==> config.mk <==
export PLATFORM = sky130hd
export DESIGN_NAME = motor_start_sequencer_flat
export DESIGN_NICKNAME = d
export VERILOG_FILES = /design/src/rtl/machine_ctrl_pkg.sv /design/src/rtl/motor_start_sequencer_if.sv /design/src/rtl/step_timer.sv /design/src/rtl/motor_start_sequencer.sv /design/src/flat_wrapper.sv
export SDC_FILE = /design/constraint.sdc
export NUM_CORES = 1
export LEC_CHECK = 0
export CORE_MARGIN = 1
export CORE_UTILIZATION = 47
export CTS_CLUSTER_SIZE = 28
export DETAILED_ROUTE_END_ITERATION = 7
export GPL_ROUTABILITY_DRIVEN = 1
export PLACE_DENSITY_LB_ADDON = 0.2
export REMOVE_ABC_BUFFERS = 1
export SETUP_SLACK_MARGIN = 0.5
export SYNTH_ARGS = -nofsm -noshare
export SYNTH_HDL_FRONTEND = slang
export SYNTH_SLANG_ARGS = --single-unit
==> constraint.sdc <==
create_clock -name CLK -period 2.1 [get_ports CLK]
set_clock_uncertainty 0.2 [all_clocks]
set_input_delay 0.21 -clock CLK [delete_from_list [all_inputs] [get_ports CLK]]
set_output_delay 0.21 -clock CLK [all_outputs]
set_load 0.01 [all_outputs]
==> src/rtl/machine_ctrl_pkg.sv <==
// Shared types and constants for the machine controller: sequencer state
// encoding, default step stagger and the fault-cause width helper.
package machine_ctrl_pkg;

  localparam int STAGGER_DEFAULT = 1000;

  typedef enum logic [2:0] {
    ST_IDLE     = 3'd0,
    ST_STARTING = 3'd1,
    ST_RUNNING  = 3'd2,
    ST_STOPPING = 3'd3,
    ST_FAULT    = 3'd4
  } seq_state_e;

  function automatic int err_cause_width(input int n_mot, input int n_sens);
    return n_mot + n_sens;
  endfunction

endpackage

==> src/rtl/motor_start_sequencer_if.sv <==
// Command/status bundle between the host side and the motor start sequencer.
interface motor_start_sequencer_if
  import machine_ctrl_pkg::*;
#(
  parameter int N_MOT  = 5,
  parameter int N_SENS = 3
);

  logic                                       START;
  logic                                       STOP;
  logic                                       FAULT_CLR;
  logic [N_MOT-1:0]                           MOT_ERR;
  logic [N_SENS-1:0]                          FAIL_SENSn;
  logic [N_MOT-1:0]                           MOT_ENA;
  logic                                       RUNNING;
  logic                                       BUSY;
  logic                                       FAULT;
  logic [err_cause_width(N_MOT, N_SENS)-1:0]  ERR_CAUSE;

  modport master (
    output START, STOP, FAULT_CLR, MOT_ERR, FAIL_SENSn,
    input  MOT_ENA, RUNNING, BUSY, FAULT, ERR_CAUSE
  );

  modport slave (
    input  START, STOP, FAULT_CLR, MOT_ERR, FAIL_SENSn,
    output MOT_ENA, RUNNING, BUSY, FAULT, ERR_CAUSE
  );

endinterface

==> src/rtl/step_timer.sv <==
// Free-running step timer: counts enabled cycles and pulses tc once every
// PERIOD enabled cycles; clr restarts the count from zero.
module step_timer #(
  parameter int PERIOD = 1000
) (
  input  logic clk,
  input  logic rst,
  input  logic clr,
  input  logic en,
  output logic tc
);

  localparam int CW = $clog2(PERIOD + 1);

  logic [CW-1:0] cnt_q, cnt_d;

  // tc depends only on the registered count, so callers may feed clr from tc
  always_comb begin
    tc    = en && (cnt_q == CW'(PERIOD - 1));
    cnt_d = cnt_q;
    if (clr || tc) begin
      cnt_d = '0;
    end else if (en) begin
      cnt_d = cnt_q + CW'(1);
    end
  end

  always_ff @(posedge clk) begin
    if (rst) begin
      cnt_q <= '0;
    end else begin
      cnt_q <= cnt_d;
    end
  end

endmodule

==> src/rtl/motor_start_sequencer.sv <==
// Staggered motor power-up/power-down sequencer with one-clock fault trip and
// latched fault cause held until an explicit, clean acknowledge.
module motor_start_sequencer
  import machine_ctrl_pkg::*;
#(
  parameter int N_MOT   = 5,
  parameter int N_SENS  = 3,
  parameter int STAGGER = STAGGER_DEFAULT
) (
  input  logic                    CLK,
  input  logic                    RST,
  motor_start_sequencer_if.slave  bus
);

  localparam int CW = err_cause_width(N_MOT, N_SENS);

  seq_state_e       state_q, state_d;
  logic [N_MOT-1:0] ena_q, ena_d;
  logic [CW-1:0]    cause_q, cause_d;
  logic             running_q, running_d;
  logic             busy_q, busy_d;
  logic             fault_q, fault_d;
  logic             trip;
  logic             tc;
  logic             tmr_en;
  logic             tmr_clr;

  assign trip    = (|bus.MOT_ERR) || !(&bus.FAIL_SENSn);
  assign tmr_en  = (state_q == ST_STARTING) || (state_q == ST_STOPPING);
  assign tmr_clr = (state_d != state_q) || (ena_d != ena_q);

  step_timer #(
    .PERIOD (STAGGER)
  ) u_step_timer (
    .clk (CLK),
    .rst (RST),
    .clr (tmr_clr),
    .en  (tmr_en),
    .tc  (tc)
  );

  // Enables form a thermometer code: fill by shifting ones in at the LSB,
  // drain by shifting right so the highest set bit always drops first.
  always_comb begin
    state_d = state_q;
    ena_d   = ena_q;
    cause_d = cause_q;

    if (trip && (state_q != ST_FAULT)) begin
      state_d = ST_FAULT;
      ena_d   = '0;
      cause_d = {~bus.FAIL_SENSn, bus.MOT_ERR};
    end else begin
      unique case (state_q)
        ST_IDLE: begin
          if (bus.START && !bus.STOP) begin
            state_d = ST_STARTING;
            ena_d   = N_MOT'(1);
          end
        end
        ST_STARTING, ST_RUNNING: begin
          if (bus.STOP) begin
            ena_d   = ena_q >> 1;
            state_d = (ena_d == '0) ? ST_IDLE : ST_STOPPING;
          end else if ((state_q == ST_STARTING) && tc) begin
            if (ena_q[N_MOT-1]) begin
              state_d = ST_RUNNING;
            end else begin
              ena_d = (ena_q << 1) | N_MOT'(1);
            end
          end
        end
        ST_STOPPING: begin
          if (tc) begin
            ena_d = ena_q >> 1;
            if (ena_d == '0) begin
              state_d = ST_IDLE;
            end
          end
        end
        ST_FAULT: begin
          if (bus.FAULT_CLR && !trip) begin
            state_d = ST_IDLE;
            cause_d = '0;
          end
        end
        default: begin
          state_d = ST_IDLE;
          ena_d   = '0;
        end
      endcase
    end

    running_d = (state_d == ST_RUNNING);
    busy_d    = (state_d == ST_STARTING) || (state_d == ST_STOPPING);
    fault_d   = (state_d == ST_FAULT);
  end

  always_ff @(posedge CLK) begin
    if (RST) begin
      state_q   <= ST_IDLE;
      ena_q     <= '0;
      cause_q   <= '0;
      running_q <= 1'b0;
      busy_q    <= 1'b0;
      fault_q   <= 1'b0;
    end else begin
      state_q   <= state_d;
      ena_q     <= ena_d;
      cause_q   <= cause_d;
      running_q <= running_d;
      busy_q    <= busy_d;
      fault_q   <= fault_d;
    end
  end

  assign bus.MOT_ENA   = ena_q;
  assign bus.RUNNING   = running_q;
  assign bus.BUSY      = busy_q;
  assign bus.FAULT     = fault_q;
  assign bus.ERR_CAUSE = cause_q;

endmodule
==> src/flat_wrapper.sv <==
// flat-port wrapper written by rule: the top's interface ports become plain ports
module motor_start_sequencer_flat import machine_ctrl_pkg::*;
#(
  parameter int N_MOT   = 5,
  parameter int N_SENS  = 3,
  parameter int STAGGER = STAGGER_DEFAULT
)
  (CLK, RST, bus_START, bus_STOP, bus_FAULT_CLR, bus_MOT_ERR, bus_FAIL_SENSn, bus_MOT_ENA, bus_RUNNING, bus_BUSY, bus_FAULT, bus_ERR_CAUSE);
  motor_start_sequencer_if #(.N_MOT(N_MOT), .N_SENS(N_SENS)) bus_i ();
  input  logic CLK;
  input  logic RST;
  input wire logic [$bits(bus_i.START)-1:0] bus_START;
  input wire logic [$bits(bus_i.STOP)-1:0] bus_STOP;
  input wire logic [$bits(bus_i.FAULT_CLR)-1:0] bus_FAULT_CLR;
  input wire logic [$bits(bus_i.MOT_ERR)-1:0] bus_MOT_ERR;
  input wire logic [$bits(bus_i.FAIL_SENSn)-1:0] bus_FAIL_SENSn;
  output wire logic [$bits(bus_i.MOT_ENA)-1:0] bus_MOT_ENA;
  output wire logic [$bits(bus_i.RUNNING)-1:0] bus_RUNNING;
  output wire logic [$bits(bus_i.BUSY)-1:0] bus_BUSY;
  output wire logic [$bits(bus_i.FAULT)-1:0] bus_FAULT;
  output wire logic [$bits(bus_i.ERR_CAUSE)-1:0] bus_ERR_CAUSE;
  assign bus_i.START = bus_START;
  assign bus_i.STOP = bus_STOP;
  assign bus_i.FAULT_CLR = bus_FAULT_CLR;
  assign bus_i.MOT_ERR = bus_MOT_ERR;
  assign bus_i.FAIL_SENSn = bus_FAIL_SENSn;
  assign bus_MOT_ENA = bus_i.MOT_ENA;
  assign bus_RUNNING = bus_i.RUNNING;
  assign bus_BUSY = bus_i.BUSY;
  assign bus_FAULT = bus_i.FAULT;
  assign bus_ERR_CAUSE = bus_i.ERR_CAUSE;
  motor_start_sequencer #(.N_MOT(N_MOT), .N_SENS(N_SENS), .STAGGER(STAGGER)) u_core (.CLK(CLK), .RST(RST), .bus(bus_i));
endmodule
# Yosys cells after proc, flatten, opt, wreduce, memory -nomap -nowiden
# Index checks and enable logic that the tools add are counted.
[word_totals]
regBits = 29
inputBits = 13
output_inout_bits = 16
elab_cells = 63
[op_classes]
add_sub_neg = 1
n_eq_ne = 12
muxes = 20
bitwise = 1
reduce_logical = 22
[op_table]
columns = ["cell", "count"]
rows = [
  ["5-bit two-way mux", 6],
  ["3-bit two-way mux", 8],
  ["8-bit two-way mux", 3],
  ["5-bit case mux with 4 select lines", 1],
  ["3-bit by 2-bit == test with 1-bit output, second input constant", 4],
  ["3-bit case mux with 4 select lines", 1],
  ["10-bit by 1-bit adder with 10-bit output, second input constant", 1],
  ["10-bit == test, second input constant", 1],
  ["3-bit by 1-bit == test with 1-bit output, second input constant", 2],
  ["3-bit == test, second input constant", 2],
  ["1-bit logical AND", 5],
  ["5-bit logical NOT", 1],
  ["1-bit logical OR", 5],
  ["5-bit inequality test", 1],
  ["5-bit OR reduction", 1],
  ["2-bit nonzero test", 2],
  ["2-bit OR reduction", 2],
  ["1-bit logical NOT", 3],
  ["3-bit logical NOT", 1],
  ["3-bit inequality test", 1],
  ["3-bit inequality test, second input constant", 1],
  ["3-bit inverter", 1],
  ["3-bit AND reduction", 1],
  ["2-bit two-way mux", 1],
  ["2-bit AND reduction", 1],
]

# Logic depth before layout (Yosys ltp)
# Gate-level depths: netlist of run 1.
[logic_depth]
word_depth = 12
mapped_depth = 8
ltp_nobuf = 7

# Hierarchy
# A second synthesis of run 1 with hierarchy kept.
[hier_totals]
hier_cells = 224
area_unflattened_um2 = 1864.3
[by_module_without_submodules]
columns = ["mod", "n_inst", "cells_each", "area_each_um2", "seq_area_each_um2"]
rows = [
  ["motor_start_sequencer", 1, 163, 1320.0, 380.4],
  ["step_timer", 1, 61, 544.3, 200.2],
]

# Least setup slack after synthesis of run 1
# OpenSTA, ideal clock, no wires.
[synth_path]
kind = "reg-to-reg"
startpoint = "reg u_core.u_step_timer.cnt_q[0]"
endpoint = "reg u_core.u_step_timer.cnt_q[0]"
setup_time_ns = 0.079
arrival_ns = 2.012
required_time_ns = 1.821
path_slack_ns = -0.192
stages_incl_launch_ff = 8
path_buffers = 0
period_less_slack_ns = 2.292
cell_sequence = "dfxtp_1 > ha_1 > and4b_4 > a41o_1 > a2111o_1 > nor4_2 > nand3_2 > nor3_1"
[synth_via]
elab_chain_cells = 11
word_cells_on_any_way = 19
cone_classes = "add/sub (1); eq/ne (3); mux (10); reduce/logical (5)"
[synth_lines]
columns = ["element", "line", "source"]
rows = [
  ["start, declared", "step_timer.sv:15", "logic [CW-1:0] cnt_q, cnt_d;"],
  ["start signal, assigned", "step_timer.sv:32", "cnt_q <= cnt_d;"],
  ["10-bit == test", "step_timer.sv:19", "tc = en && (cnt_q == CW'(PERIOD - 1));"],
  ["1-bit logical AND", "step_timer.sv:19", ""],
  ["1-bit logical AND", "motor_start_sequencer.sv:65", "end else if ((state_q == ST_STARTING) && tc) begin"],
  ["5-bit two-way mux / 3-bit two-way mux (equally long branches)", "motor_start_sequencer.sv:65", ""],
  ["5-bit two-way mux / 3-bit two-way mux (equally long branches)", "motor_start_sequencer.sv:62", "if (bus.STOP) begin"],
  ["5-bit case mux with 4 select lines / 3-bit case mux with 4 select lines (equally long branches)", "motor_start_sequencer.sv:54", "unique case (state_q)"],
  ["5-bit two-way mux / 3-bit two-way mux (equally long branches)", "motor_start_sequencer.sv:49", "if (trip && (state_q != ST_FAULT)) begin"],
  ["5-bit inequality test / 3-bit inequality test (equally long branches)", "motor_start_sequencer.sv:30", "assign tmr_clr = (state_d != state_q) || (ena_d != ena_q);"],
  ["1-bit logical OR", "motor_start_sequencer.sv:30", ""],
  ["1-bit logical OR", "step_timer.sv:21", "if (clr || tc) begin"],
  ["2-bit OR reduction (no line)", "n/a", ""],
]
# Several ways; a longest one is shown, not always the timed one.
# A chain may end at the register's enable or synchronous reset.

# Final worst setup path of run 1
[layout_path]
startpoint = "reg u_core.state_q[1]"
endpoint = "reg u_core.u_step_timer.cnt_q[8]"
[layout_via]
elab_chain_cells = 12
word_cells_on_any_way = 30
cone_classes = "eq/ne (7); mux (14); reduce/logical (9)"
[layout_lines]
columns = ["element", "line", "source"]
rows = [
  ["start, declared", "motor_start_sequencer.sv:17", "seq_state_e state_q, state_d;"],
  ["start signal, assigned", "motor_start_sequencer.sv:108", "state_q <= state_d;"],
  ["3-bit by 1-bit == test with 1-bit output / 3-bit by 2-bit == test with 1-bit output (equally long branches)", "motor_start_sequencer.sv:29, motor_start_sequencer.sv:54, motor_start_sequencer.sv:65", ""],
  ["1-bit logical OR", "motor_start_sequencer.sv:29", "assign tmr_en = (state_q == ST_STARTING) || (state_q == ST_STOPPING);"],
  ["1-bit logical AND", "step_timer.sv:19", ""],
  ["1-bit logical AND", "motor_start_sequencer.sv:65", ""],
  ["5-bit two-way mux / 3-bit two-way mux (equally long branches)", "motor_start_sequencer.sv:65", ""],
  ["5-bit two-way mux / 3-bit two-way mux (equally long branches)", "motor_start_sequencer.sv:62", ""],
  ["5-bit case mux with 4 select lines / 3-bit case mux with 4 select lines (equally long branches)", "motor_start_sequencer.sv:54", ""],
  ["5-bit two-way mux / 3-bit two-way mux (equally long branches)", "motor_start_sequencer.sv:49", ""],
  ["5-bit inequality test / 3-bit inequality test (equally long branches)", "motor_start_sequencer.sv:30", ""],
  ["1-bit logical OR", "motor_start_sequencer.sv:30", ""],
  ["1-bit logical OR", "step_timer.sv:21", ""],
  ["2-bit OR reduction (no line)", "n/a", ""],
]
# Several ways; a longest one is shown, not always the timed one.

==> flow_summary_export.csv, run 1 <==
group,metric,value,unit
pwr,p_per_area,419,mW/mm²
global_routing,grt_use_total,46.4,%
global_routing,grt_first_pass_wirelength,12.3,mm
setup_path,cp.required,2170,ps
placement,place.gp.congestion,0.950,
clocking,clk_latency,360,ps
synth,yosysWarnings,0,
timing,slew_violations,0,
synth,synth-main-ff-cell,"dfxtp_1",
synth,synth.area.top_cells,"dfxtp_1 (34%), nor3_1 (4.1%), xor2_1 (3.6%), nand2_1 (3.6%), nor2_1 (3.6%)",
synth,post_synth_num_cell_types,56,
min_path,holdCritPathClass,"input pin to flop",
floorplanning,initial_core_util,49.9,%
synth,async_reset_ff_share,0,%
min_path,hp-start,"bus_MOT_ERR[1]",
routing,route.detailed.drc,0,
layout,stdcell_count,358,
floorplanning,die_h,62.0,µm
clocking,cts-root-buf,"clkbuf_4",
global_routing,first_global_vias,2351,
clocking,clockBufferDepth,2,
routing,drt_first_pass_iters,7,
pwr,ir_worst_vdd,0.388,mV
routing,wl_per_cell,27.0,µm
setup_path,path_class,"flop to flop",
placement,port_buffers,28,
timing,period_share,116,%
layout,syn_to_final_growth,87.4,%
timing,finalSetupViolCount,16,
clocking,cts_tree,"done",
clocking,h-tree-depth,2,
layout,final_nets,325,
setup_path,cp.arrival,2520,ps
setup_path,crit_path_end,"u_core.u_step_timer.cnt_q[8]$_SDFFE_PP0P_",
setup_path,cp_top_family,"simple AND/OR/NAND/NOR gates",
synth,synth-seq-cells,29,
timing,setup_ws,-346,ps
setup_path,cp_common_cell,"buf_4",
global_routing,grt-ovfl-total,0,
timing,slew_headroom,49.8,%
setup_path,slowest_delay,460,ps
routing,drt_iter0_markers,510,
setup_path,rrSetupSlack,-350,ps
global_routing,antenna_found_initial,0,
setup_path,start_kind,"flop",
setup_path,rr_worst_depth,10,
min_path,hold_depth,3,
flow_run,cap_violations,0,
synth,avgSynthCellArea,8.21,µm²
timing,fin_hold_ws,21.2,ps
setup_path,crit_cells,10,
routing,wirelength,9.65,mm
setup_path,cp_num_buf_inv,4,
timing,min_period,2450,ps
run_status,status,"complete, but fails checks",
timing,grt_setup_unrepaired,"true",
timing,fmax,409,MHz
setup_path,critPathSlowestCell,"dfxtp_2",
routing,routed_via_density,7.03,
clocking,clk_pin_slew_worst_paths,110,ps
floorplanning,die_w,62.0,µm
floorplanning,core_area,0.00339,mm²
floorplanning,fp-row-count,21,
run_status,violations,"setup timing",
synth,post-synth-top-area-fraction,34.3,%
setup_path,cp-end-kind,"flop",
routing,ant_nets,0,
pwr,power_leakage,1.29,nW
synth,ys_seq_area_share,34.3,%
floorplanning,die_area,0.00384,mm²
global_routing,grt_max_degree,14,
timing,worst_slew_pin_slew,744,ps
synth,synth-edff-count,0,
synth,synth.cell_area,0.00169,mm²
synth,synth_area_leader_cell,"dfxtp_1",
floorplanning,io_pins,29,
timing,hold_viol_final,0,
routing,vias,2515,
layout,antenna_cells,0,
clocking,clock_sinks,29,
synth,ys_top_cells_by_count,"dfxtp_1 (29), nand2_1 (16), nor2_1 (16)",
synth,yosysMostFrequentCell,"dfxtp_1",
setup_path,r2r-start,"u_core.state_q[1]$_SDFF_PP0_",
setup_path,crit_fanout,5,
layout,drive_gt1_share,55.1,%
placement,placed_cells,332,
synth,synthCells,206,
setup_path,worstReg2RegEnd,"u_core.u_step_timer.cnt_q[8]$_SDFFE_PP0P_",
setup_path,crit_chain,"buf_4 > buf_4 > nand3b_1 > nor4_2 > buf_4 > nand2_1 > nand4_1 > buf_4 > nand3_4 > nor3_2",
setup_path,cp-startpoint,"u_core.state_q[1]$_SDFF_PP0_",
placement,dp.final_hpwl,3.97,mm
clocking,cts_buffers,5,
## routing by layer
metal | share of wire [%] | vias to the layer above | track usage [%]
met5 | 0 | - | 0
met4 | 11 | 0 | 35.9
met3 | 10 | 131 | 23.4
met2 | 45 | 245 | 72.3
met1 | 34 | 1159 | 47.3
li1 | - | 980 | -
## how the worst min path moves through the flow
stage,endpoint,slack [ps]
after global placement,u_core.bus.ERR_CAUSE[7]$_SDFFE_PP0P_,280
final,u_core.bus.ERR_CAUSE[1]$_SDFFE_PP0P_,20
after global routing,u_core.bus.ERR_CAUSE[1]$_SDFFE_PP0P_,10
after floorplan,u_core.bus.BUSY$_SDFF_PP0_,80
after detailed placement,u_core.bus.ERR_CAUSE[4]$_SDFFE_PP0P_,280
after CTS,u_core.bus.ERR_CAUSE[0]$_SDFFE_PP0P_,40
## cells in the final DEF (no fill, tap or decap), drive strengths merged, types with 2 or more instances in the layout
cell type	Yosys	final
buf	4	82
dfxtp	29	29
nand2	16	16
nor2	16	16
nor3	14	14
dlygate4sd2	0	12
nand3	11	12
a21oi	9	9
clkbuf	8	9
o21ai	8	8
xor2	7	7
nor2b	7	7
nor4	7	7
dlymetal6s2s	0	6
nand4	5	5
a22oi	5	5
inv	5	5
clkdlybuf4s50	0	4
and2	4	4
a31oi	4	4
xnor2	3	3
a211oi	3	3
or2	3	3
mux2i	3	3
nand3b	2	2
or4	2	2
clkdlybuf4s15	0	2
and3	2	2
and4b	2	2
nor4b	2	2
o21a	2	2
## worst register-to-register path, delay by kind of cell (launching register included)
kind	cells	cell delay, ps
AND/OR/NAND/NOR	6	1050
buffers and inverters	4	650
flip-flops	1	460
## report_power, final
part	internal, W	switching (W)
logic	0.000115	0.000125
registers	0.000561	0.0000117
clock network	0.000284	0.000229
total	0.000960	0.000367
## final cells by class
| cell class | instances | area (µm²) |
|---|---|---|
| Clock inverter | 1 | 30.0 |
| Sequential cell | 29 | 598 |
| Multi-Input combinational cell | 161 | 1460 |
| Clock buffer | 7 | 55.1 |
| Inverter | 5 | 18.8 |
| Timing Repair Buffer | 109 | 952 |
| Tap cell | 46 | 57.6 |
| Fill cell | 112 | 221 |
## logic make-up (layout without fill, tap and decap cells)
kind of cell / after synthesis / after routing / share of synthesized area [%]
AOI/OAI and AO/OA: 46 / 46 / 19.2
DFF: 29 / 29 / 34.3
muxes: 3 / 3 / 1.78
xor gates and xnor gates: 10 / 10 / 5.18
and+or+nand+nor: 100 / 101 / 34.3
adders and majority gates: 1 / 1 / 0.740
buffers and inverters: 17 / 122 / 4.44
## sequential cells by signal, indices dropped and copies added, names as in the netlist
register                   count
u_core.bus.ERR_CAUSE           8
u_core.state_q                 3
u_core.bus.RUNNING             1
u_core.u_step_timer.cnt_q     10
u_core.bus.BUSY                1
u_core.bus.MOT_ENA             5
u_core.bus.FAULT               1
## metrics by stage
stage	utilization, %	setup slack [ps]	area, µm²	total power (W)	TNS [ps]
floorplan	-	-192	1630	0.000643	-1910
global placement	72.4	-473	2450	0.000749	-8690
detailed placement	72.4	-574	2450	0.000754	-10580
CTS	87.0	-103	2950	0.00127	-803
global route	93.5	-423	3170	0.00136	-4620
finish	93.5	-346	3170	0.00133	-3250
## timing repair
action	in CTS	in global routing
setup buffers	9	7
hold endpoints to repair	0	1
setup endpoints to repair	43	35
gates cloned	1	0
pin swaps	37	15
hold buffers	0	1
gates resized for setup	106	46
Power figures use the tool's default switching activity.
==> run 2: changes to the inputs <==
- CORE_ASPECT_RATIO: unset -> 1.25
- CTS_CLUSTER_DIAMETER: unset -> 120
- SLEW_MARGIN: unset -> 5
==> run 2 against run 1 <==
- the flow still finishes with violations (setup timing)
- die area about the same
- critical path depth unchanged
- utilization is 1.4 points lower
- critical path type unchanged
- critical endpoint is now u_core.u_step_timer.cnt_q[0]$_SDFFE_PP0P_
- largest cell class unchanged
- power grew 14%
- final area increased by 0.32%
- flip-flop and latch count stayed put
- sequential share of layout area is essentially flat
- hold slack gained 140 ps
- register-to-register slack gained 30 ps
- worst setup slack gained 31 ps
==> flow_summary_export.csv, run 2 (same netlist as run 1, synthesis figures left out) <==
group,metric,value,unit
run_status,status,"complete, but fails checks",
run_status,violations,"setup timing",
floorplanning,die_area,0.00384,mm²
flow_run,cap_violations,0,
setup_path,rr_worst_depth,10,
timing,fmax,414,MHz
routing,route.detailed.drc,0,
clocking,cts_tree,"done",
timing,slew_headroom,69.6,%
timing,fin_hold_ws,165,ps
setup_path,crit_chain,"ha_4 > buf_6 > and3_4 > nand4_1 > buf_4 > mux2i_2 > a21boi_2 > o21ai_2 > buf_6 > nor3_2",
routing,routed_via_density,6.93,
clocking,h-tree-depth,2,
global_routing,grt_first_pass_wirelength,11.2,mm
floorplanning,die_w,55.6,µm
min_path,hp-start,"bus_MOT_ERR[0]",
clocking,clock_sinks,29,
setup_path,rrSetupSlack,-320,ps
routing,drt_iter0_markers,224,
global_routing,grt-ovfl-total,0,
pwr,power_leakage,1.35,nW
global_routing,grt_use_total,37.2,%
timing,finalSetupViolCount,13,
timing,hold_viol_final,0,
placement,placed_cells,318,
setup_path,cp.required,2080,ps
layout,regMostFlops,"u_core.u_step_timer.cnt_q",
layout,final_nets,320,
layout,nFillCells,108,
setup_path,start_kind,"flop",
setup_path,cp.arrival,2390,ps
timing,worst_slew_pin_slew,449,ps
global_routing,grt_max_degree,14,
floorplanning,die_h,69.1,µm
clocking,cts-hold-fix-buffers,0,
layout,largest_reg_flops,10,
layout,antenna_cells,0,
layout,fin_util,92.0,%
setup_path,crit_fanout,5,
layout,layout_commonest_cell,"buf_4",
clocking,cts-root-buf,"clkbuf_8",
placement,dp.final_hpwl,3.64,mm
setup_path,slowest_delay,370,ps
timing,min_period,2420,ps
min_path,holdCritPathClass,"input pin to flop",
floorplanning,fp-row-count,24,
pwr,p_per_area,477,mW/mm²
placement,place.gp.congestion,0.930,
timing,period_share,115,%
min_path,hold_end,"u_core.bus.ERR_CAUSE[0]$_SDFFE_PP0P_",
routing,ant_nets,0,
global_routing,first_global_vias,2289,
placement,dpl_worst_slack,-582,ps
setup_path,cp-end-kind,"flop",
clocking,clockBufferDepth,2,
setup_path,critPathSlowestCell,"dfxtp_4",
routing,wirelength,8.34,mm
timing,slew_violations,0,
layout,final_cell_mix,"buf_4 (62), dfxtp_1 (22), nand2_1 (16)",
setup_path,cp_common_cell,"buf_6",
floorplanning,initial_core_util,48.9,%
routing,vias,2397,
setup_path,r2r-start,"u_core.u_step_timer.cnt_q[1]$_SDFFE_PP0P_",
placement,port_buffers,28,
layout,drive_gt1_share,52.1,%
clocking,cts_buffers,5,
clocking,clk_pin_slew_worst_paths,70,ps
global_routing,antenna_found_initial,0,
min_path,hold_depth,5,
layout,stdcell_count,346,
layout,syn_to_final_growth,88.0,%
floorplanning,io_pins,29,
pwr,ir_worst_vdd,0.713,mV
timing,setup_ws,-315,ps
setup_path,path_class,"flop to flop",
clocking,clk_latency,290,ps
floorplanning,core_area,0.00345,mm²
setup_path,worstReg2RegEnd,"u_core.u_step_timer.cnt_q[0]$_SDFFE_PP0P_",
routing,drt_first_pass_iters,5,
timing,grt_setup_unrepaired,"true",
routing,wl_per_cell,24.1,µm
==> run 2: timing repair <==
action | in CTS | in global routing
setup buffers | 12 | 6
setup endpoints to repair | 34 | 39
pin swaps | 37 | 21
cloned | 2 | 0
resized for setup | 102 | 42
==> run 2: area by class of cell <==
type,count,area [µm²],area share [%]
Clock inverter,3,65.1,2.05
Inverter,5,18.8,0.591
Multi-Input combinational cell,161,1430,45.1
Sequential cell,29,599,18.9
Clock buffer,5,68.8,2.17
Tap cell,39,48.8,1.54
Timing Repair Buffer,104,945,29.7
==> run 2: per-stage QoR <==
step	cell area, µm²	total power (W)	setup TNS [ps]
3_5_place_dp	2390	0.000747	-10830
4_1_cts	2950	0.00148	-869
6_report	3180	0.00152	-3140
2_1_floorplan	1630	0.000643	-1910
3_3_place_gp	2390	0.000745	-9440
5_1_grt	3180	0.00154	-3480
==> run 2: metal layers <==
metal	GRT usage, %	routed length [µm]
met4	23.1	561
met5	0	0
met2	64.8	4080
met3	7.32	815
met1	40.7	2880
==> run 2: worst max path at each step <==
stage                                                    from  slack (ps)                                         to  depth (start not counted)
finish              u_core.u_step_timer.cnt_q[1]$_SDFFE_PP0P_        -320  u_core.u_step_timer.cnt_q[0]$_SDFFE_PP0P_                         10
global route                     u_core.state_q[1]$_SDFF_PP0_        -350  u_core.u_step_timer.cnt_q[5]$_SDFFE_PP0P_                          8
CTS                 u_core.u_step_timer.cnt_q[1]$_SDFFE_PP0P_        -110  u_core.u_step_timer.cnt_q[5]$_SDFFE_PP0P_                          8
detailed placement                             bus_MOT_ERR[1]        -580  u_core.u_step_timer.cnt_q[5]$_SDFFE_PP0P_                          7
global placement                               bus_MOT_ERR[1]        -500  u_core.u_step_timer.cnt_q[0]$_SDFFE_PP0P_                          7
floorplan                        u_core.state_q[2]$_SDFF_PP0_        -190  u_core.u_step_timer.cnt_q[0]$_SDFFE_PP0P_                          6
==> run 2: worst max-delay path: cells and delay by family (launching register included) <==
kind	cells	cell delay [ps]
muxes	1	190
adders and majority gates	1	150
DFF	1	370
AOI/OAI and AO/OA	2	340
and+or+nand+nor	3	510
buffers and inverters	3	530
==> run 2: power breakdown <==
group | switching (W) | leakage [nW] | internal, W
clock network | 0.000243 | 0.0681 | 0.000471
logic | 0.000123 | 1.05 | 0.000112
registers | 0.0000103 | 0.240 | 0.000558
total | 0.000376 | 1.35 | 0.00114
==> run 3: changes to the inputs <==
- CORE_UTILIZATION: 47 -> 48
- SYNTH_HIERARCHICAL: unset -> 1
==> run 3 against run 2 <==
- the flow finishes with violations (DRC, setup timing)
- worst setup slack got worse by 960 ps
- critical path depth rose by 5
- via count fell by 8.2%
- critical path type unchanged
- largest cell class unchanged
==> flow_summary_export.csv, run 3 <==
group,metric,value,unit
floorplanning,initial_core_util,51.7,%
placement,port_buffers,28,
run_status,status,"complete, but fails checks",
clocking,h-tree-depth,2,
synth,synth_area_leader_cell,"dfxtp_1",
clocking,cts_tree,"done",
setup_path,crit_cells,15,
run_status,violations,"DRC, setup timing",
timing,finalSetupViolCount,19,
clocking,cts-hold-fix-buffers,0,
setup_path,r2r-start,"u_core/state_q[2]$_SDFF_PP0_",
synth,synth_top_family_by_area,"simple AND/OR/NAND/NOR gates",
timing,hold_viol_final,0,
synth,synth_fa_ha_area_share,0.671,%
setup_path,critPathSlowestCell,"or3_1",
clocking,clk_pin_slew_worst_paths,70,ps
global_routing,antenna_found_initial,0,
placement,dp.final_hpwl,4.06,mm
floorplanning,fp-row-count,24,
synth,post-synth-top-area-fraction,31.1,%
global_routing,grt_first_pass_wirelength,9.89,mm
setup_path,worstReg2RegEnd,"u_core/u_step_timer/cnt_q[6]$_SDFFE_PP0P_",
global_routing,grt-ovfl-total,0,
layout,layout_commonest_cell,"buf_4",
routing,wl_met3,391,µm
setup_path,crit_fanout,7,
floorplanning,die_w,57.7,µm
timing,worst_slew_pin_slew,435,ps
layout,final_nets,336,
layout,syn_to_final_growth,63.8,%
timing,period_share,161,%
setup_path,cp.required,2120,ps
clocking,cts_buffers,5,
clocking,clock_sinks,29,
routing,vias,2201,
timing,slew_violations,0,
floorplanning,die_h,71.7,µm
min_path,holdCritPathClass,"input pin to flop",
timing,grt_setup_unrepaired,"true",
setup_path,rrSetupSlack,-1270,ps
synth,synth-seq-cells,29,
timing,slew_headroom,70.9,%
floorplanning,core_area,0.00360,mm²
global_routing,grt_max_degree,18,
timing,setup_ws,-1270,ps
synth,async_reset_ff_share,0,%
layout,nFillCells,211,
routing,drt_first_pass_iters,7,
synth,avgSynthCellArea,8.32,µm²
pwr,power_leakage,1.26,nW
routing,routed_via_density,6.08,
routing,wl_met2,3.56,mm
routing,ant_nets,0,
routing,wl_met1,2.61,mm
timing,fmax,297,MHz
synth,synth-edff-count,0,
layout,final_cell_mix,"buf_4 (69), nor2_1 (26), nand2_1 (21)",
synth,yosysMostFrequentCell,"nor2_1",
global_routing,first_global_vias,2103,
synth,synth.area.top_cells,"dfxtp_1 (31%), nor2_1 (7.0%), a21oi_1 (4.3%), nand2_1 (4.2%), buf_2 (2.4%)",
routing,drt_iter0_markers,230,
layout,antenna_cells,0,
layout,drive_gt1_share,44.9,%
synth,synthXorXnorAreaFrac,2.82,%
synth,ys_top_cells_by_count,"nor2_1 (35), dfxtp_1 (29), nand2_1 (21)",
setup_path,path_class,"flop to flop",
floorplanning,die_area,0.00414,mm²
setup_path,cp_top_family,"simple AND/OR/NAND/NOR gates",
clocking,clockBufferDepth,2,
timing,tns,-13430,ps
global_routing,grt_use_total,31.2,%
pwr,p_per_area,460,mW/mm²
routing,top_layer,"met4",
setup_path,cp-end-kind,"flop",
synth,yosysWarnings,6,
setup_path,rr_worst_depth,15,
clocking,clk_latency,290,ps
synth,synth_compound_area_share,25.8,%
setup_path,start_kind,"flop",
layout,fin_util,84.7,%
clocking,cts-root-buf,"clkbuf_8",
placement,place.gp.congestion,0.954,
placement,dpl_worst_slack,-1190,ps
synth,synth.cell_area,0.00186,mm²
setup_path,cp-startpoint,"u_core/state_q[2]$_SDFF_PP0_",
routing,wl_per_cell,18.9,µm
layout,multi_input_area,0.00137,mm²
synth,post_synth_num_cell_types,66,
setup_path,slowest_delay,340,ps
layout,largest_reg_flops,10,
floorplanning,io_pins,29,
routing,route.detailed.drc,1,
layout,regArea,597,µm²
setup_path,cp.arrival,3390,ps
routing,wirelength,6.83,mm
setup_path,crit_chain,"and2b_1 > and4_4 > nand3b_4 > nor3_4 > buf_6 > nand2_1 > o32ai_4 > o21ai_4 > nor4_2 > a21oi_2 > o2bb2ai_2 > o2111ai_2 > or2_4 > or3_1 > o211ai_1",
setup_path,cp_num_buf_inv,1,
layout,regMostFlops,"u_core/u_step_timer/cnt_q",
synth,synth.area.mux_share,2.15,%
synth,synthCells,224,
flow_run,cap_violations,0,
setup_path,crit_path_end,"u_core/u_step_timer/cnt_q[6]$_SDFFE_PP0P_",
timing,fin_hold_ws,204,ps
synth,synth-main-ff-cell,"dfxtp_1",
timing,min_period,3370,ps
pwr,ir_worst_vdd,0.576,mV
synth,synthSimpleGateAreaFrac,31.4,%
synth,ys_seq_area_share,31.1,%
==> run 3: changes by cell type after synthesis, sizes merged, moves of 6 or more <==
cell / change
nor3: -11
clkbuf: -7
buf: +10
a21oi: +8
nand3: -6
nor2: +19
==> run 3: metrics by stage <==
stage          cells  instance area [µm²]  power, W
6_report         362                 3050   0.00140
3_3_place_gp     342                 2600  0.000769
5_1_grt          362                 3050   0.00145
2_1_floorplan    209                 1770  0.000656
3_5_place_dp     342                 2600  0.000772
4_1_cts          358                 2880   0.00139
==> run 3: worst min path at each step <==
stage / startpoint / to / cells past startpoint
finish: bus_MOT_ERR[4] / u_core/bus.ERR_CAUSE[4]$_SDFFE_PP0P_ / 3
global route: bus_MOT_ERR[4] / u_core/bus.ERR_CAUSE[4]$_SDFFE_PP0P_ / 3
CTS: bus_MOT_ERR[4] / u_core/bus.ERR_CAUSE[4]$_SDFFE_PP0P_ / 3
detailed placement: u_core/bus.ERR_CAUSE[5]$_SDFFE_PP0P_ / u_core/bus.ERR_CAUSE[5]$_SDFFE_PP0P_ / 2
global placement: u_core/bus.ERR_CAUSE[5]$_SDFFE_PP0P_ / u_core/bus.ERR_CAUSE[5]$_SDFFE_PP0P_ / 2
floorplan: RST / u_core/bus.ERR_CAUSE[0]$_SDFFE_PP0P_ / 1
==> run 3: worst register-to-register path, stage by stage (launching register included) <==
cell and delay, ps:
dfxtp_2 320, and2b_1 210, and4_4 240, nand3b_4 100, nor3_4 150, buf_6 160
nand2_1 90, o32ai_4 240, o21ai_4 130, nor4_2 260, a21oi_2 120, o2bb2ai_2 190
o2111ai_2 140, or2_4 270, or3_1 340, o211ai_1 160
==> run 3: timing repair <==
action                     in CTS  in global routing
buffers inserted                8                  4
gates resized for setup        42                 35
setup endpoints to repair      34                 33
pin swaps                      19                 16
==> run 3: metal layers <==
layer,up-vias,global-route usage (%)
li1,1014,-
met1,1028,34.8
met2,124,57.4
met3,35,5.60
met4,0,13.2
met5,-,0
==> run 3: kinds of logic after synthesis <==
family / after synthesis
AND/OR/NAND/NOR: 98
XOR/XNOR: 6
buffers and inverters: 21
adder cells (fa/ha/maj): 1
AO/OA/AOI/OAI: 65
multiplexers: 4
flip-flops: 29
==> run 3: layout make-up <==
type	count	share of cell area [%]
Tap cell	39	1.60
Clock buffer	6	2.70
Clock inverter	2	1.23
Inverter	6	0.738
Multi-Input combinational cell	174	44.8
Timing Repair Buffer	106	29.4
Sequential cell	29	19.5
==> run 3: power breakdown <==
part           total (W)  internal [W]  switching (W)  leakage (nW)
registers       0.000567      0.000560     0.00000634         0.241
logic           0.000223      0.000113       0.000110         0.966
clock network   0.000613      0.000385       0.000228        0.0574
total            0.00140       0.00106       0.000345          1.26
==> RTL change: new RTL, config.mk and constraints of run 1 <==
`N_MOT` is set to 5 in 3 places; all go to 4.
--- a/src/rtl/motor_start_sequencer_if.sv
+++ b/src/rtl/motor_start_sequencer_if.sv
@@ -3,5 +3,5 @@
   import machine_ctrl_pkg::*;
 #(
-  parameter int N_MOT  = 5,
+  parameter int N_MOT  = 4,
   parameter int N_SENS = 3
 );
--- a/src/rtl/motor_start_sequencer.sv
+++ b/src/rtl/motor_start_sequencer.sv
@@ -4,5 +4,5 @@
   import machine_ctrl_pkg::*;
 #(
-  parameter int N_MOT   = 5,
+  parameter int N_MOT   = 4,
   parameter int N_SENS  = 3,
   parameter int STAGGER = STAGGER_DEFAULT
--- a/src/flat_wrapper.sv
+++ b/src/flat_wrapper.sv
@@ -2,5 +2,5 @@
 module motor_start_sequencer_flat import machine_ctrl_pkg::*;
 #(
-  parameter int N_MOT   = 5,
+  parameter int N_MOT   = 4,
   parameter int N_SENS  = 3,
   parameter int STAGGER = STAGGER_DEFAULT
Interface: changed (resized bus_ERR_CAUSE, bus_MOT_ENA and bus_MOT_ERR); port bits go from 29 to 26. The function was not compared with the original's and may differ.
==> RTL change against run 1 <==
The flow still finishes with violations (negative setup slack). Design area fell by 11%. Critical endpoint is now u_core.u_step_timer.cnt_q[2]$_SDFFE_PP0P_. Total power shrank 22%. Synthesized area is 7.6% lower. Routed wire length is 20% lower. Sequential power down 7.7%. Sequential cell count decreased by 2. Setup slack got worse by 0.042 ns.
==> RTL change: results (changes against run 1) <==
Synth Register Bits 27 (-6.9%); worst slew pin tran 0.5600 ns (-0.1836 ns); Reg area 574.3 µm² (-4.0%); Final HPWL DP 3616 µm (-9.0%); Avg Inst Size Synth 8.218 µm² (+0.16%); CTS HTree Levels 1 (-1); Met3 Routed Length 692 µm (-31%); Seq pwr share 51.2% (+8.0 points); Tot Pwr 1.033 mW (-22%); vias 2,228 (-11%); multi-input logic cell count 149 (-7.5%); initial drt markers 254 (-50%); delay-heaviest family, CP buffers and inverters; DR WL met2 3731 µm (-13%); HP Start bus_FAIL_SENSn[2]; largest net degree at the start of global routing 18 (+4); DRT Pass-1 Iters 5 (-2); worst reg2reg endpoint u_core.u_step_timer.cnt_q[2]$_SDFFE_PP0P_; TNS Setup -4.182 ns (-0.9324 ns); Gate power share 22.4% (+4.3 points); Final Setup Violations 14 (-2); Largest stage delay, worst path 0.40 ns (-0.06 ns); clk cell area share 1.107% (-1.6 points); Hold Path Sink u_core.bus.ERR_CAUSE[6]$_SDFFE_PP0P_; hold path depth 4 (+1); Clock Buffer Count 3 (-4); Cells after DPL 304 (-8.4%); met2 usage in global routing 64.76% (-7.6 points); Final nets 305 (-6.2%); final wirelength 7697 µm (-20%); post-place setup slack -0.7373 ns (-0.1635 ns); LEAKAGE 1.184 nW (-8.3%); CP Max Fanout 8 (+3); Worst-Skew Late Latency 0.38 ns (+0.02 ns); port buffer count 25 (-11%); GRT Total Usage 36.48% (-10 points); Inverters excl. clock 3 (-2); failing checks negative setup slack; clock slew at reported path FFs 0.19 ns (+0.08 ns); share of cells above drive strength 1 53.61% (-1.5 points); count of cell types in the netlist 57 (+1.8%); fillers 133 (+19%); Non-clock buffering overhead 32.80% (+2.7 points); bufs w/o clock 108 (-0.92%); NetSw 320.8 µW (-12%); final worst slack -0.3884 ns (-0.04219 ns); Crit path arrival time 2.60 ns (+0.08 ns); status finished with violations
-- RTL change: cells by family after synthesis --
| logic type | Yosys count | share of synthesized area [%] |
|---|---|---|
| adder cells (fa/ha/maj) | 1 | 0.8012 |
| flip-flops | 27 | 34.62 |
| AO/OA/AOI/OAI | 49 | 24.92 |
| AND/OR/NAND/NOR | 87 | 28.45 |
| buffers and inverters | 15 | 4.968 |
| multiplexers | 1 | 0.6411 |
| XOR/XNOR | 10 | 5.609 |
-- RTL change: timing repair --
action                                  CTS  global route
cloned                                    1             0
endpoints found under the setup margin   41            27
hold endpoints to repair                  0             3
buffers inserted                         13            10
pin swaps                                34            25
gates resized for setup                  87            41
hold buffers                              0             3
-- RTL change: worst register-to-register path, delay by kind of cell (launching register included) --
kind | cells | cell delay (ns)
flip-flops | 1 | 0.40
AND/OR/NAND/NOR | 2 | 0.56
buffers and inverters | 4 | 0.68
AO/OA/AOI/OAI | 3 | 0.61
